==> src/rtl/ammrv_cache_mgr_pkg.sv <==
// Shared types for the Avalon-MM cache maintenance manager: op codes, status
// bit positions, FSM states and the pending-command record.
package ammrv_cache_mgr_pkg;

  typedef enum logic [1:0] {
    OP_NOP         = 2'b00,
    OP_INVAL       = 2'b01,
    OP_FLUSH       = 2'b10,
    OP_FLUSH_INVAL = 2'b11
  } op_t;

  localparam int ST_BUSY     = 0;
  localparam int ST_PEND     = 1;
  localparam int ST_BAD      = 2;
  localparam int ST_TIMEOUT  = 3;
  localparam int ST_DONE_LSB = 16;

  // Channel index is stored at full width so NCH up to 8 fits.
  localparam int CH_IDX_W = 3;

  typedef enum logic {
    S_IDLE  = 1'b0,
    S_ISSUE = 1'b1
  } state_t;

  typedef struct packed {
    logic [CH_IDX_W-1:0] ch;
    op_t                 op;
    logic [31:0]         addr;
  } cmd_t;

endpackage

==> src/rtl/ammrv_cache_mgr_cmdq.sv <==
// One-entry pending command buffer between the Avalon write port and the FSM.
module ammrv_cache_mgr_cmdq
  import ammrv_cache_mgr_pkg::*;
(
  input  logic clk,
  input  logic reset,
  input  logic push,
  input  cmd_t push_cmd,
  input  logic pop,
  output logic valid,
  output cmd_t cmd
);

  // A push in the drain cycle replaces the outgoing entry, so it wins over pop.
  always_ff @(posedge clk) begin
    if (reset) begin
      valid <= 1'b0;
      cmd   <= '0;
    end else if (push) begin
      valid <= 1'b1;
      cmd   <= push_cmd;
    end else if (pop) begin
      valid <= 1'b0;
    end
  end

endmodule

==> src/rtl/ammrv_cache_mgr.sv <==
// Avalon-MM front end that issues flush/invalidate requests to NCH cache channels.
// Optional request timeout is enabled by defining AMMRV_CACHE_MGR_TIMEOUT_EN.
//
// state   | meaning
// S_IDLE  | no request outstanding; loads the pending command if present
// S_ISSUE | flags asserted on one channel, waiting for its ack (or timeout)
module ammrv_cache_mgr
  import ammrv_cache_mgr_pkg::*;
#(
  parameter int NCH  = 2,
  parameter int TO_W = 16
) (
  input  logic              clk,
  input  logic              reset,
  input  logic [31:0]       amm_address,
  input  logic [3:0]        amm_byteenable,
  input  logic [31:0]       amm_writedata,
  input  logic              amm_read,
  input  logic              amm_write,
  output logic              amm_waitrequest,
  output logic [31:0]       amm_readdata,
  output logic              amm_readdatavalid,
  output logic [NCH*32-1:0] cache_req_addr,
  output logic [NCH-1:0]    cache_req_flush,
  output logic [NCH-1:0]    cache_req_inval,
  input  logic [NCH-1:0]    cache_req_ack
);

  localparam int CHW = (NCH > 1) ? $clog2(NCH) : 1;

  state_t              state, state_nxt;
  logic                pend_valid;
  cmd_t                pend_cmd, wr_cmd;
  logic                load, done, abandon, to_hit;
  logic                wr_acc, wr_live, wr_bad, push, set_bad;
  logic [CH_IDX_W-1:0] wr_ch, cur_ch;
  op_t                 wr_op;
  logic [NCH-1:0]      sel;
  logic [7:0]          ack_pad, done_cnt;
  logic                sticky_bad, sticky_to;
  logic [31:0]         status;
  logic                unused_ok;

  assign unused_ok = ^{amm_byteenable, amm_address[31:4+CHW], amm_address[1:0]};

  assign wr_op   = op_t'(amm_address[3:2]);
  assign wr_ch   = CH_IDX_W'(amm_address[4 +: CHW]);
  assign wr_bad  = int'(wr_ch) >= NCH;
  assign wr_cmd  = '{ch: wr_ch, op: wr_op, addr: amm_writedata};

  assign amm_waitrequest = amm_write & pend_valid & ~amm_read;
  assign wr_acc  = amm_write & ~amm_waitrequest;
  assign wr_live = wr_acc & (wr_op != OP_NOP);
  // Only a read+write on a full, non-draining buffer can fail this guard.
  assign push    = wr_live & ~wr_bad & (~pend_valid | load);
  assign set_bad = wr_live & wr_bad;

  ammrv_cache_mgr_cmdq u_cmdq (
    .clk      (clk),
    .reset    (reset),
    .push     (push),
    .push_cmd (wr_cmd),
    .pop      (load),
    .valid    (pend_valid),
    .cmd      (pend_cmd)
  );

  assign ack_pad = 8'(cache_req_ack);

  always_comb begin
    sel = '0;
    for (int k = 0; k < NCH; k++) sel[k] = (pend_cmd.ch == CH_IDX_W'(k));
  end

  always_ff @(posedge clk) begin
    if (reset) state <= S_IDLE;
    else       state <= state_nxt;
  end

  always_comb begin
    state_nxt = state;
    load      = 1'b0;
    done      = 1'b0;
    abandon   = 1'b0;
    case (state)
      S_IDLE: begin
        if (pend_valid) begin
          load      = 1'b1;
          state_nxt = S_ISSUE;
        end
      end
      S_ISSUE: begin
        if (ack_pad[cur_ch]) begin
          done      = 1'b1;
          state_nxt = S_IDLE;
        end else if (to_hit) begin
          abandon   = 1'b1;
          state_nxt = S_IDLE;
        end
      end
      default: state_nxt = S_IDLE;
    endcase
  end

  always_ff @(posedge clk) begin
    if (reset) begin
      cache_req_flush <= '0;
      cache_req_inval <= '0;
      cache_req_addr  <= '0;
      cur_ch          <= '0;
      done_cnt        <= '0;
      sticky_bad      <= 1'b0;
    end else begin
      if (load) begin
        cur_ch          <= pend_cmd.ch;
        cache_req_flush <= sel & {NCH{pend_cmd.op[1]}};
        cache_req_inval <= sel & {NCH{pend_cmd.op[0]}};
        for (int k = 0; k < NCH; k++)
          if (sel[k]) cache_req_addr[32*k +: 32] <= pend_cmd.addr;
      end else if (done || abandon) begin
        cache_req_flush <= '0;
        cache_req_inval <= '0;
      end
      if (done) done_cnt <= done_cnt + 8'd1;
      sticky_bad <= set_bad | (sticky_bad & ~amm_read);
    end
  end

`ifdef AMMRV_CACHE_MGR_TIMEOUT_EN
  localparam logic [TO_W-1:0] TO_LAST = {TO_W{1'b1}} - TO_W'(1);
  logic [TO_W-1:0] to_cnt;

  // Abandon on the edge where the counter steps onto its all-ones value.
  assign to_hit = (state == S_ISSUE) && (to_cnt == TO_LAST);

  always_ff @(posedge clk) begin
    if (reset) begin
      to_cnt    <= '0;
      sticky_to <= 1'b0;
    end else begin
      if (load)                  to_cnt <= '0;
      else if (state == S_ISSUE) to_cnt <= to_cnt + TO_W'(1);
      sticky_to <= abandon | (sticky_to & ~amm_read);
    end
  end
`else
  logic [TO_W-1:0] unused_to;
  assign unused_to = '0;
  assign to_hit    = 1'b0;
  assign sticky_to = 1'b0;
`endif

  always_comb begin
    status                         = '0;
    status[ST_BUSY]                = (state != S_IDLE);
    status[ST_PEND]                = pend_valid;
    status[ST_BAD]                 = sticky_bad;
    status[ST_TIMEOUT]             = sticky_to;
    status[ST_DONE_LSB +: 8]       = done_cnt;
  end

  always_ff @(posedge clk) begin
    if (reset) begin
      amm_readdatavalid <= 1'b0;
      amm_readdata      <= '0;
    end else begin
      amm_readdatavalid <= amm_read;
      if (amm_read) amm_readdata <= status;
    end
  end

endmodule

==> config.mk <==
export PLATFORM = sky130hd
export DESIGN_NAME = ammrv_cache_mgr
export DESIGN_NICKNAME = d
export VERILOG_FILES = /design/src/rtl/ammrv_cache_mgr_pkg.sv /design/src/rtl/ammrv_cache_mgr_cmdq.sv /design/src/rtl/ammrv_cache_mgr.sv
export SDC_FILE = /design/constraint.sdc
export NUM_CORES = 1
export LEC_CHECK = 0
export CAP_MARGIN = 20
export CORE_ASPECT_RATIO = 0.9
export CORE_MARGIN = 1.5
export CORE_UTILIZATION = 44
export DETAILED_ROUTE_END_ITERATION = 7
export GPL_ROUTABILITY_DRIVEN = 0
export PLACE_DENSITY = 0.89
export SETUP_SLACK_MARGIN = 0.5
export SLEW_MARGIN = 25
export SYNTH_ARGS = -nofsm -noshare
export SYNTH_HDL_FRONTEND = slang
export SYNTH_SLANG_ARGS = --single-unit
==> constraint.sdc <==
create_clock -name clk -period 1.45 [get_ports clk]
set_input_delay 0.3625 -clock clk [delete_from_list [all_inputs] [get_ports clk]]
set_output_delay 0.3625 -clock clk [all_outputs]
set_load 0.01 [all_outputs]
Yosys cells after proc, flatten, opt, wreduce, memory -nomap -nowiden. Cells that the tools add are included.

Add/sub/neg operators: 1. $mul: 0. Div/mod/pow operators: 0. Order comparisons: 2. Equality and inequality tests: 0. Shifts and indexed selects: 0. Mux-type cells: 13. Bitwise logic cells: 17. Reductions and logical operators: 6.

Operators by type and width (count): $mux W1 (9); $add A8 B1 Y8 const B (1); $and A1 B1 Y1 (8); $mux W2 (3); $reduce_bool A2 Y1 (3); $not A1 Y1 (5); $and A2 B2 Y2 (2); $lt A1 B4 Y1 const B (1); $reduce_and A2 Y1 (2); $logic_not A3 Y1 (1); $ge A1 B2 Y1 const B (1); $or A1 B1 Y1 (2); $pmux W1 S2 (1).

Bits in registers: 127. Latch bits: 0. RAM bits: 0. Bits in read-only memories: 0. Output and inout port bits: 102. Logic and storage cells: 53. Memories: 0.

Longest topological paths before layout. Gate-level depths: netlist of run 1.

Depth in word-level cells: 8. Gate-level depth with buffers: 7. Depth with buffers taken out: 5.

Cells and area by module. Synthesis of run 1 repeated with hierarchy kept, for this count alone.

Cell total of the unflattened synthesis: 564. Area, all modules: 5146.2 um^2.

By module, submodules not included: ammrv_cache_mgr (times used 1, cells an instance 441, area each 3784.9 um^2); ammrv_cache_mgr_cmdq (times used 1, cells an instance 123, area each 1361.3 um^2).

Least setup slack after synthesis of run 1. No wires, ideal clock.

Path type: input to register. From: input port amm_read. To: register u_cmdq.cmd[30] (netlist name). Library setup time: 128 ps. Arrival time: 1224 ps. Slack: 98 ps. Stages on the path: 7. Buffers on the path: 3. Path through: buf_4 nand2b_1 a21oi_1 buf_4 buf_8 mux2i_1 nor2_1.

Cells in the longest elaborated chain, start to end: 7.

RTL lines: start, declared (line ammrv_cache_mgr.sv:18) `input logic amm_read,`; $not A1 Y1 (line ammrv_cache_mgr.sv:51) `assign amm_waitrequest = amm_write & pend_valid & ~amm_read;`; $and A1 B1 Y1 (line ammrv_cache_mgr.sv:51); $not A1 Y1 (line ammrv_cache_mgr.sv:52) `assign wr_acc = amm_write & ~amm_waitrequest;`; $and A1 B1 Y1 (line ammrv_cache_mgr.sv:52); $and A1 B1 Y1 (line ammrv_cache_mgr.sv:53) `assign wr_live = wr_acc & (wr_op != OP_NOP);`; $and A1 B1 Y1 (2 in series) (line ammrv_cache_mgr.sv:55) `assign push = wr_live & ~wr_bad & (~pend_valid | load);`; end signal, assigned (line ammrv_cache_mgr_cmdq.sv:21) `cmd <= push_cmd;`; end, declared (line ammrv_cache_mgr_cmdq.sv:11) `output cmd_t cmd`.

No other way between the ends. A chain may end at the register's enable or synchronous reset.

Worst setup path in the final report of run 1.
From: register state. To: register u_cmdq.cmd[23] (netlist name).

Cells in the longest elaborated chain, start to end: 3.

RTL lines: start, declared (line ammrv_cache_mgr.sv:31) `state_t state, state_nxt;`; start signal, assigned (line ammrv_cache_mgr.sv:77) `else state <= state_nxt;`; $mux W1 (line ammrv_cache_mgr.sv:85) `case (state)`; $or A1 B1 Y1 (line ammrv_cache_mgr.sv:55); $and A1 B1 Y1 (line ammrv_cache_mgr.sv:55).

No other way between the ends.

==> results of run 1 <==
## layer usage
metal  vias to the layer above  GRT usage
li1                       2004          -
met1                      2112      0.266
met2                       176      0.417
met3                        35     0.0766
met4                         0      0.113
met5                         -          0
## layout by cell type (no fill, tap or decap), drive strengths merged, types with 3 or more instances in the layout
master,netlist,layout
buf,45,128
xor2,3,3
clkbuf,10,20
nand2b,3,5
nand2,133,133
clkdlybuf4s50,0,33
dfxtp,127,127
xnor2,4,4
dlygate4sd2,0,3
bufinv,0,4
nand3,6,6
a21oi,69,69
clkinv,0,4
mux2i,47,47
a22oi,4,4
conb,1,21
inv,1,6
nor2,61,61
## cells in the mapped netlist
cell type                  count
sky130_fd_sc_hd__nor2_1       60
sky130_fd_sc_hd__xor2_1        3
sky130_fd_sc_hd__and3_1        2
sky130_fd_sc_hd__nor4_2        1
sky130_fd_sc_hd__nand3_1       6
sky130_fd_sc_hd__and2b_1       1
sky130_fd_sc_hd__xnor2_1       4
sky130_fd_sc_hd__mux2_2        1
sky130_fd_sc_hd__and2_1        1
sky130_fd_sc_hd__buf_4        24
sky130_fd_sc_hd__nand2_1     133
sky130_fd_sc_hd__a211oi_1      1
sky130_fd_sc_hd__inv_1         1
sky130_fd_sc_hd__buf_1         2
sky130_fd_sc_hd__clkbuf_1     10
sky130_fd_sc_hd__mux2i_1      47
sky130_fd_sc_hd__a21oi_1      69
sky130_fd_sc_hd__nand2b_1      3
sky130_fd_sc_hd__ha_1          1
sky130_fd_sc_hd__o21ai_0       1
sky130_fd_sc_hd__buf_2        13
sky130_fd_sc_hd__dfxtp_1     127
sky130_fd_sc_hd__a22oi_1       4
sky130_fd_sc_hd__buf_6         3
sky130_fd_sc_hd__a21o_1        1
sky130_fd_sc_hd__nor3_1        2
sky130_fd_sc_hd__conb_1        1
sky130_fd_sc_hd__nor2_2        1
sky130_fd_sc_hd__buf_8         3
sky130_fd_sc_hd__nor3b_1       2
## where the power goes
group / total [mW] / leakage, nW / switching (mW) / internal (mW)
combinational: 0.840 / 1.85 / 0.420 / 0.420
sequential: 3.69 / 1.08 / 0.104 / 3.59
clock: 4.54 / 0.305 / 1.64 / 2.90
## layout make-up
class,count,share of cell area
inverter,1,0.000490
multi-input combinational,367,0.294
clock inverter,15,0.0270
clock buffer,17,0.0555
sequential,127,0.348
tap,129,0.0211
timing repair buffer,170,0.254
## worst register-to-register path, stage by stage (launching register included)
cell,delay [ns]
sky130_fd_sc_hd__dfxtp_4,0.37
sky130_fd_sc_hd__nand2b_4,0.16
sky130_fd_sc_hd__a21oi_4,0.15
sky130_fd_sc_hd__buf_12,0.16
sky130_fd_sc_hd__buf_12,0.12
sky130_fd_sc_hd__buf_16,0.13
sky130_fd_sc_hd__mux2i_1,0.24
sky130_fd_sc_hd__nor2_1,0.06
## path summary, 6_finish.rpt
kind / startpoint / to / slack (ns) / cells after the start
max reg2reg: state$_SDFF_PP0_ / u_cmdq.cmd[23]$_SDFFE_PP0P_ / -0.04 / 7
min reg2reg: cache_req_addr[17]$_SDFFE_PP0P_ / cache_req_addr[17]$_SDFFE_PP0P_ / 0.46 / 2
min: reset / cache_req_addr[58]$_SDFFE_PP0P_ / 0.42 / 3
max: state$_SDFF_PP0_ / u_cmdq.cmd[23]$_SDFFE_PP0P_ / -0.04 / 7
## state kept, by name, indices dropped and copies added (netlist names)
register           count
cur_ch                 1
sticky_bad             1
cache_req_addr        64
amm_readdatavalid      1
amm_readdata          11
u_cmdq.cmd            35
state                  1
done_cnt               8
cache_req_inval        2
cache_req_flush        2
u_cmdq.valid           1
## repair_timing
action                                  CTS  global route
setup buffers                            13            14
resized for setup                       498            70
endpoints found under the setup margin  206           204
pin swaps                                 1            19
cloned                                    3             5
## through the flow
stage / std cells / power (mW)
after CTS: 807 / 8.96
after floorplan: 548 / 4.15
after global routing: 826 / 9.34
after global placement: 759 / 4.35
after detailed placement: 759 / 4.37
final: 826 / 9.07
## cell families after synthesis
family | Yosys count
XOR/XNOR | 7
buffers and inverters | 56
flip-flops | 127
AND/OR/NAND/NOR | 212
adder cells (fa/ha/maj) | 1
other | 1
multiplexers | 48
AO/OA/AOI/OAI | 76
==> run_results.csv, run 1 <==
group,metric,value,unit
status,outcome,"finished, violations left",
status,failed_checks,"design-rule violations, negative setup slack",
global_route,first_global_vias,4200,
floorplanning,io_pins,176,
synth,synth-seq-cells,127,
floorplanning,die_area,11300,um2
placement,place_hpwl,7820,um
synth,synthesis.yosys.warnings,0,
worst_setup_path,critical-path-top-delay-family,"buffers and inverters",
power_and_ir_drop,ir_drop,0.819,mV
global_route,groute.usage.overall,0.238,
worst_setup_path,setup.worst_path.class,"flip-flop to flip-flop",
synth,share_of_the_synthesized_netlist_area_taken_by_xor_and_xnor_gates,0.0130,
flow_run,maxCapViolations,0,
worst_setup_path,cp_cell_sequence,"nand2b_4, a21oi_4, buf_12, buf_12, buf_16, mux2i_1, nor2_1",
final_layout,postLayoutCoreUtil,0.741,
floorplanning,num_rows,35,
synth,synth-adder-area-share,0.00265,
power_and_ir_drop,p_leak,3.23,nW
synth,post_synth_num_cell_types,30,
power_and_ir_drop,p_per_area,1180,nW/um2
final_layout,multi_input_comb_area,2250,um2
worst_setup_path,most_frequent_cell_on_the_critical_path,"sky130_fd_sc_hd__buf_12",
timing,min_period_over_period,1.03,
worst_hold_path,hold_class,"primary input to flip-flop",
worst_setup_path,start_kind,"flip-flop",
final_layout,drive_gt1_frac,0.451,
routing,drt-vias-per-instance,5.24,
worst_setup_path,required,1.74,ns
routing,wirelength_met1,6000,um
timing,hold_viol_final,0,
clock_tree,cts_buffer_count,17,
timing,finalSetupViolations,9,
floorplanning,chipWidth,112,um
clock_tree,cts_hold_buffers,0,
timing,setup-tns-final,-0.132,ns
clock_tree,cts_tree,"yes",
timing,worst_clock_skew,0.0110,ns
timing,maxSlewViolCount,0,
worst_setup_path,cp_num_buf_inv,3,
final_layout,fillerInstances,674,
routing,route.detailed.drc,9,
global_route,antenna_found_initial,0,
timing,hold-worst-slack,0.422,ns
worst_setup_path,timing.critical_path.arrival,1.78,ns
clock_tree,clk_path_buf_depth,2,
synth,syn_inst,528,
synth,largest_family_of_logic_cells_by_synthesized_area,"simple AND/OR/NAND/NOR gates",
routing,routed-wl-met3,982,um
routing,detail_route.iter0.violations,266,
timing,fmaxAchievable,669,MHz
synth,cell_types_with_the_largest_area_share_after_synthesis,"sky130_fd_sc_hd__dfxtp_1 (54%), sky130_fd_sc_hd__nand2_1 (11%), sky130_fd_sc_hd__mux2i_1 (10%), sky130_fd_sc_hd__a21oi_1 (7.3%), sky130_fd_sc_hd__nor2_1 (4.8%)",
synth,post_synth.cell_area_avg,8.93,um2
timing,finalWorstSetupSlack,-0.0442,ns
global_route,grt_first_pass_wirelength,21000,um
routing,route.detailed.wl_per_inst,18.7,um
final_layout,postLayoutCellArea,7660,um2
floorplanning,design.core.area,10300,um2
floorplanning,die-height,101,um
timing,post-route-min-period,1.49,ns
worst_setup_path,cp_slowest_cell,"sky130_fd_sc_hd__dfxtp_4",
final_layout,syn2layout_area_growth,62.5,%
routing,wl_met2,8030,um
routing,antenna_violating_nets_post_route,0,
placement,placement.io_buffers,121,
timing,rsz0062_at_grt,"yes",
synth,synthMuxAreaShare,0.102,
synth,post-synth-top-area-cell,"sky130_fd_sc_hd__dfxtp_1",
final_layout,antennaDiodeCount,0,
synth,synth_simple_gate_area_share,0.179,
synth,syn_area,4710,um2
routing,top_signal_layer_used,"met4",
global_route,globalRouteOverflowTotal,0,
synth,synth-seq-area-share,0.539,
routing,drtPass1Iterations,7,
synth,synth_top_area_share,0.539,
worst_setup_path,crit_path_max_fanout,8,
floorplanning,starting_density,0.456,
synth,synth_compound_gate_area_share,0.0839,
final_layout,area.sequential,2660,um2
clock_tree,htree_levels,4,
clock_tree,clock_sink_count,127,
placement,post-place-ws,-0.505,ns
worst_setup_path,timing.critical_path.slowest_cell_delay,0.37,ns
clock_tree,clk_pin_slew,0.06,ns
clock_tree,cts.root.buffer_cell,"sky130_fd_sc_hd__clkbuf_16",
final_layout,design.final.nets,759,
global_route,maximum_number_of_pins_on_one_net_before_global_route_repair,71,
worst_setup_path,cp-end-kind,"flip-flop",
clock_tree,clk_latency_worst_skew_pair,0.41,ns
routing,route.vias.total,4327,
routing,drt_wl_total,15400,um
placement,dpl-instance-area,6130,um2
Power figures use the tool's default switching activity.
==> run 2: changes to the inputs <==
CAP_MARGIN = unset   (was 20)
HOLD_SLACK_MARGIN = 0.12   (was unset)
==> results of run 2 <==
No change in the layout: final DEF, timing and power equal those of run 1.
